<file path="src/rtl/hdmi_period_sequencer.sv">
// hdmi_period_sequencer: raster counters, sync levels and HDMI period schedule for the TMDS channels
module hdmi_period_sequencer #(
  parameter int FRAME_WIDTH   = 800,
  parameter int FRAME_HEIGHT  = 525,
  parameter int SCREEN_WIDTH  = 640,
  parameter int SCREEN_HEIGHT = 480,
  parameter int HSYNC_START   = 656,
  parameter int HSYNC_SIZE    = 96,
  parameter int VSYNC_START   = 490,
  parameter int VSYNC_SIZE    = 2,
  parameter int INVERT_SYNC   = 1,
  parameter int DI_START      = 650,
  parameter int MAX_PACKETS   = 18
) (
  input  logic        clk_pixel,
  input  logic        reset_n,
  input  logic        packet_pending,
  output logic [11:0] cx,
  output logic [10:0] cy,
  output logic        hsync,
  output logic        vsync,
  output logic [2:0]  mode,
  output logic [3:0]  ctl,
  output logic        packet_load,
  output logic [4:0]  di_counter
);
  typedef enum logic [2:0] {CTRL, VPRE, VGB, VIDEO, DPRE, DLGB, DDATA, DTGB} state_t;
  localparam logic [11:0] FW1 = 12'(FRAME_WIDTH - 1);
  localparam logic [10:0] FH1 = 11'(FRAME_HEIGHT - 1);
  localparam logic [11:0] SW  = 12'(SCREEN_WIDTH);
  localparam logic [10:0] SH  = 11'(SCREEN_HEIGHT);
  localparam logic [11:0] HS0 = 12'(HSYNC_START);
  localparam logic [11:0] HS1 = 12'(HSYNC_START + HSYNC_SIZE);
  localparam logic [10:0] VS0 = 11'(VSYNC_START);
  localparam logic [10:0] VS1 = 11'(VSYNC_START + VSYNC_SIZE);
  localparam logic [11:0] VP0 = 12'(FRAME_WIDTH - 10);
  localparam logic [11:0] VG0 = 12'(FRAME_WIDTH - 2);
  localparam logic [11:0] DI  = 12'(DI_START);
  // last packet-end pixel from which another 32-pixel slot plus trailing guard still fits before the preamble
  localparam logic [11:0] CONT_MAX = 12'(FRAME_WIDTH - 46);
  localparam logic [7:0]  NPK = 8'(MAX_PACKETS);
  localparam logic        DI_OK = (DI_START + 44 <= FRAME_WIDTH - 12) && (DI_START >= SCREEN_WIDTH);
  localparam logic        INV = (INVERT_SYNC != 0);
  state_t      r_state, w_state, w_vid;
  logic [11:0] r_cx, w_nx;
  logic [10:0] r_cy, w_ny, w_nl;
  logic [2:0]  r_cnt, w_cnt;
  logic [7:0]  r_npk, w_npk;
  logic [4:0]  r_di, w_di;
  logic [2:0]  r_mode, w_mode;
  logic [3:0]  r_ctl, w_ctl;
  logic        r_load, w_load, r_hs, r_vs, w_nla, w_cont;
  assign w_nx = (r_cx == FW1) ? '0 : r_cx + 12'd1;
  assign w_ny = (r_cx != FW1) ? r_cy : (r_cy == FH1) ? '0 : r_cy + 11'd1;
  assign w_nl = (w_ny == FH1) ? '0 : w_ny + 11'd1;
  assign w_nla = w_nl < SH;
  assign w_cont = packet_pending && (r_npk < NPK) && (w_nx <= CONT_MAX);
  assign w_vid = (w_nx < SW && w_ny < SH) ? VIDEO :
                 (w_nla && w_nx >= VG0) ? VGB :
                 (w_nla && w_nx >= VP0) ? VPRE : CTRL;
  assign w_mode = (w_state == VIDEO) ? 3'd1 : (w_state == VGB) ? 3'd2 : (w_state == DDATA) ? 3'd3 :
                  (w_state == DLGB || w_state == DTGB) ? 3'd4 : 3'd0;
  assign w_ctl = (w_state == VPRE) ? 4'b0001 : (w_state == DPRE) ? 4'b0101 : 4'b0000;
  assign cx = r_cx;
  assign cy = r_cy;
  assign hsync = r_hs;
  assign vsync = r_vs;
  assign mode = r_mode;
  assign ctl = r_ctl;
  assign packet_load = r_load;
  assign di_counter = r_di;
  // next-pixel state: island phases advance on their counters, otherwise position picks the period
  always_comb begin
    w_state = r_state;
    w_cnt = '0;
    w_di = '0;
    w_load = 1'b0;
    w_npk = r_npk;
    case (r_state)
      DPRE: begin
        w_state = (r_cnt == 3'd7) ? DLGB : DPRE;
        w_cnt = r_cnt + 3'd1;
      end
      DLGB: begin
        w_state = (r_cnt == 3'd0) ? DLGB : DDATA;
        w_cnt = (r_cnt == 3'd0) ? 3'd1 : 3'd0;
        w_load = (r_cnt == 3'd0);
        w_npk = (r_cnt == 3'd0) ? 8'd1 : r_npk;
      end
      DDATA: begin
        w_state = (r_di != 5'd31 || r_load) ? DDATA : DTGB;
        w_di = r_di + 5'd1;
        w_load = (r_di == 5'd30) && w_cont;
        w_npk = ((r_di == 5'd30) && w_cont) ? r_npk + 8'd1 : r_npk;
      end
      DTGB: begin
        w_state = (r_cnt == 3'd1) ? w_vid : DTGB;
        w_cnt = (r_cnt == 3'd1) ? 3'd0 : r_cnt + 3'd1;
      end
      default: w_state = (DI_OK && w_nx == DI && packet_pending) ? DPRE : w_vid;
    endcase
  end
  // every output register is loaded together so all of them describe the same pixel
  always_ff @(posedge clk_pixel or negedge reset_n)
    if (!reset_n) begin
      r_cx <= '0;
      r_cy <= SH;
      r_state <= CTRL;
      r_cnt <= '0;
      r_npk <= '0;
      r_di <= '0;
      r_mode <= '0;
      r_ctl <= '0;
      r_load <= 1'b0;
      r_hs <= INV;
      r_vs <= INV;
    end else begin
      r_cx <= w_nx;
      r_cy <= w_ny;
      r_state <= w_state;
      r_cnt <= w_cnt;
      r_npk <= w_npk;
      r_di <= w_di;
      r_mode <= w_mode;
      r_ctl <= w_ctl;
      r_load <= w_load;
      r_hs <= (w_nx >= HS0 && w_nx < HS1) ^ INV;
      r_vs <= (w_ny >= VS0 && w_ny < VS1) ^ INV;
    end
endmodule

</file>
<file path="config.mk">
export PLATFORM = sky130hd
export DESIGN_NAME = hdmi_period_sequencer
export DESIGN_NICKNAME = d
export VERILOG_FILES = /design/src/rtl/hdmi_period_sequencer.sv
export SDC_FILE = /design/constraint.sdc
export NUM_CORES = 1
export LEC_CHECK = 0
export BUFFER_PORTS_ARGS = -buffer_cell sky130_fd_sc_hd__buf_4
export CAP_MARGIN = 15
export CORE_MARGIN = 2
export CORE_UTILIZATION = 34
export CTS_CLUSTER_DIAMETER = 80
export DETAILED_ROUTE_END_ITERATION = 10
export MAX_ROUTING_LAYER = met4
export PLACE_DENSITY_LB_ADDON = 0.3
export SLEW_MARGIN = 20
export SYNTH_ARGS = -nofsm -noshare
export SYNTH_HDL_FRONTEND = slang
export SYNTH_SLANG_ARGS = --single-unit
</file>
<file path="constraint.sdc">
create_clock -name clk_pixel -period 3.8 [get_ports clk_pixel]
set_input_delay 0.19 -clock clk_pixel [delete_from_list [all_inputs] [get_ports clk_pixel]]
set_output_delay 0.19 -clock clk_pixel [all_outputs]
set_load 0.1 [all_outputs]
</file>
==> impl_metrics.toml <==
[critical_path]
cp-end-kind = "register"
cp_slowest_stage_delay_ns = 0.49
crit_family = "simple AND/OR/NAND/NOR gates"
cp_max_fo = 8
critPathArrivalTime_ns = 3.42
cp_slowest_cell = "nor4_2"
cp_cell_sequence = "ha_1 -> nand4_2 -> nor4_2 -> xor2_1 -> o211a_1 -> or4b_1 -> or3b_1 -> nor2b_1 -> o211a_1"
crit_top_cell = "o211a_1"
startpoint_type = "register"
crit_type = "reg -> reg"
required_ns = 4.00
path_buf_inv = 0

[outcome]
status = "finished, final reports clean"

[sta]
max_slew.worst_pin.slew_ns = 0.731
post-route-min-period_ns = 3.23
setup_slack_ns = 0.574
drv_slew = 0
relSlewSlack = 0.509
final_hold_viol_count = 0
period_share = 0.849
finalSetupViolCount = 0
skew_ns = 0.0118
fmax_ghz = 0.310
rsz0062_at_grt = "false"
final.setup.tns_ns = 0

[synthesis]
synth_common_cells = "dfrtp_1 (44), nand2_1 (27), nor2_1 (27)"
syn-instance-count = 353
yosysTopAreaCell = "dfrtp_1"
synth.top_cell.area_share = 0.343
netlist_area_mm2 = 0.00321
ys_ff_latch = 50
synth_most_common_cell = "dfrtp_1"
synth-seq-area-share = 0.392
yosys_most_used_dff = "dfrtp_1"
synth_area_leaders = "dfrtp_1 (34%), dfstp_2 (4.9%), ha_1 (4.7%)"
synth.avg_cell_area_um2 = 9.11
async_flop_share = 1.00
synth_edf_count = 0
ys_warn_count = 0
synth_cell_type_count = 71

[route]
firstDrtPassIters = 5
drt-vias-per-instance = 5.52
drt-total-wl_um = 7560
antenna_left = 0
drc = 0
routedWlPerCell_um = 15.3
vias = 2726
drt-initial-drc-count = 145

[global_routing]
use_met3 = 0.0221
gr-usage-met2 = 0.238
grt_pass1_wl_um = 12400
grt_pass1_vias = 2501
top_usage_layer = "met2"
use_met1 = 0.216
grt_util_all_layers = 0.157
grt-ovfl-total = 0
grt_start_max_net_pins = 51
antenna_found_initial = 0

[clock_tree]
cts_root_buffer = "clkbuf_8"
cts_inserted_buffers = 5
cts_tree = "built"
clock-sinks = 50
cts_resized = 0
clock_path_buffers = 2
clk_latency_ns = 0.31
ctsHoldBuffers = 1
clkTransAtPathRegs_ns = 0.10
cts_setup_buffers = 0
htree_levels = 2

[floorplanning]
ios = 41
initial_core_util = 0.350
die_h_um = 101
core_area_mm2 = 0.00920
rows = 35
die_area_mm2 = 0.0102
chipWidth_um = 101

[flow_run]
max_cap_viol_count = 0

[finish]
diodes = 0
finalNetCount = 397
area_delta_synth_final_pct = 13.9
final_util = 0.398
drive_gt1_frac = 0.188

[place]
io_buffers = 38
place_hpwl_um = 5570
dp_slack_ns = 0.574
place_congestion = 0.866

[power]
p_switching_mw = 0.205
p_int_mw = 0.684
combPwrFrac = 0.025
p_clk_frac = 0.377
p_seq_frac = 0.598
peakVddDrop_mv = 0.125
netSwitchingFraction = 0.230
p_leak_nw = 1.65
power_density_mw_per_mm2 = 243

[min_path]
holdCritPathClass = "in -> reg"
registers in the layout, indices dropped and copies added, names as in the netlist:
name / cells
r_state: 3
cy: 11
r_npk: 8
ctl: 2
di_counter: 5
hsync: 1
cx: 12
mode: 3
packet_load: 1
r_cnt: 3
vsync: 1
per-layer routing:
metal	vias up	part of all wire
met5	-	0
met4	0	0.014
met3	8	0.044
met2	71	0.46
met1	1307	0.48
li1	1340	-
layout by cell type (no fill, tap or decap), types with 11 or more instances in the layout:
cell type / count
dfrtp_1: 44
nand2_1: 27
inv_1: 18
a21oi_1: 11
nand4_1: 13
and2_1: 11
nand3_1: 16
buf_4: 40
ha_1: 12
o21ai_0: 18
nor2_1: 27
power by group through the flow:
stage / Clock [mW] / Sequential [mW] / Combinational, mW
final: 0.336 / 0.532 / 0.0218
after global routing: 0.373 / 0.532 / 0.0246
after floorplan: 0 / 0.542 / 0.0106
after global placement: 0 / 0.542 / 0.0220
after detailed placement: 0 / 0.542 / 0.0219
after CTS: 0.350 / 0.532 / 0.0228
worst reg2reg max path, stage by stage (launching register included):
cell	delay (ns)
dfrtp_1	0.48
ha_1	0.32
nand4_2	0.29
nor4_2	0.49
xor2_1	0.18
o211a_1	0.18
or4b_1	0.49
or3b_1	0.41
nor2b_1	0.16
o211a_1	0.13
final timing paths:
check	start	to	slack [ns]	depth (start not counted)
setup / recovery	cx[0]$_DFF_PN0_	mode[1]$_DFF_PN0_	0.57	9
hold / removal	packet_pending	r_npk[0]$_DFFE_PN0P_	0.37	4
setup reg to reg	cx[0]$_DFF_PN0_	mode[1]$_DFF_PN0_	0.57	9
hold reg to reg	r_npk[6]$_DFFE_PN0P_	r_npk[6]$_DFFE_PN0P_	0.50	1
max in group asynchronous	reset_n	r_npk[7]$_DFFE_PN0P_	2.92	2
min in group asynchronous	reset_n	cy[1]$_DFF_PN0_	0.45	2
per-stage QoR:
step,instance area (um2),power [mW],cells,hold WS [ns]
final,3660,0.889,494,0.369
after global routing,3660,0.930,494,0.387
after CTS,3660,0.905,494,0.358
after detailed placement,3550,0.564,485,0.258
after global placement,3550,0.564,485,0.261
after floorplan,3220,0.553,354,-0.106
logic make-up (layout without fill, tap and decap cells):
group           count (synthesis)  in the layout  synth area share
simple gates                  157            157             0.286
compound gates                 77             77             0.172
flops                          50             50             0.392
buf+inv                        38             67            0.0541
xor+xnor                       18             18            0.0490
fa+ha+maj                      12             12            0.0467
other cells                     1              2           0.00117
final cells by class:
cell class / count / area, um2
flip-flops and latches: 50 / 1260
fillers: 918 / 5540
inverters: 18 / 67.6
clock buffers: 6 / 82.6
well taps: 111 / 139
multi-input cells: 266 / 1790
clock inverters: 2 / 17.5
repair buffers: 41 / 310
Power figures use the tool's default switching activity.
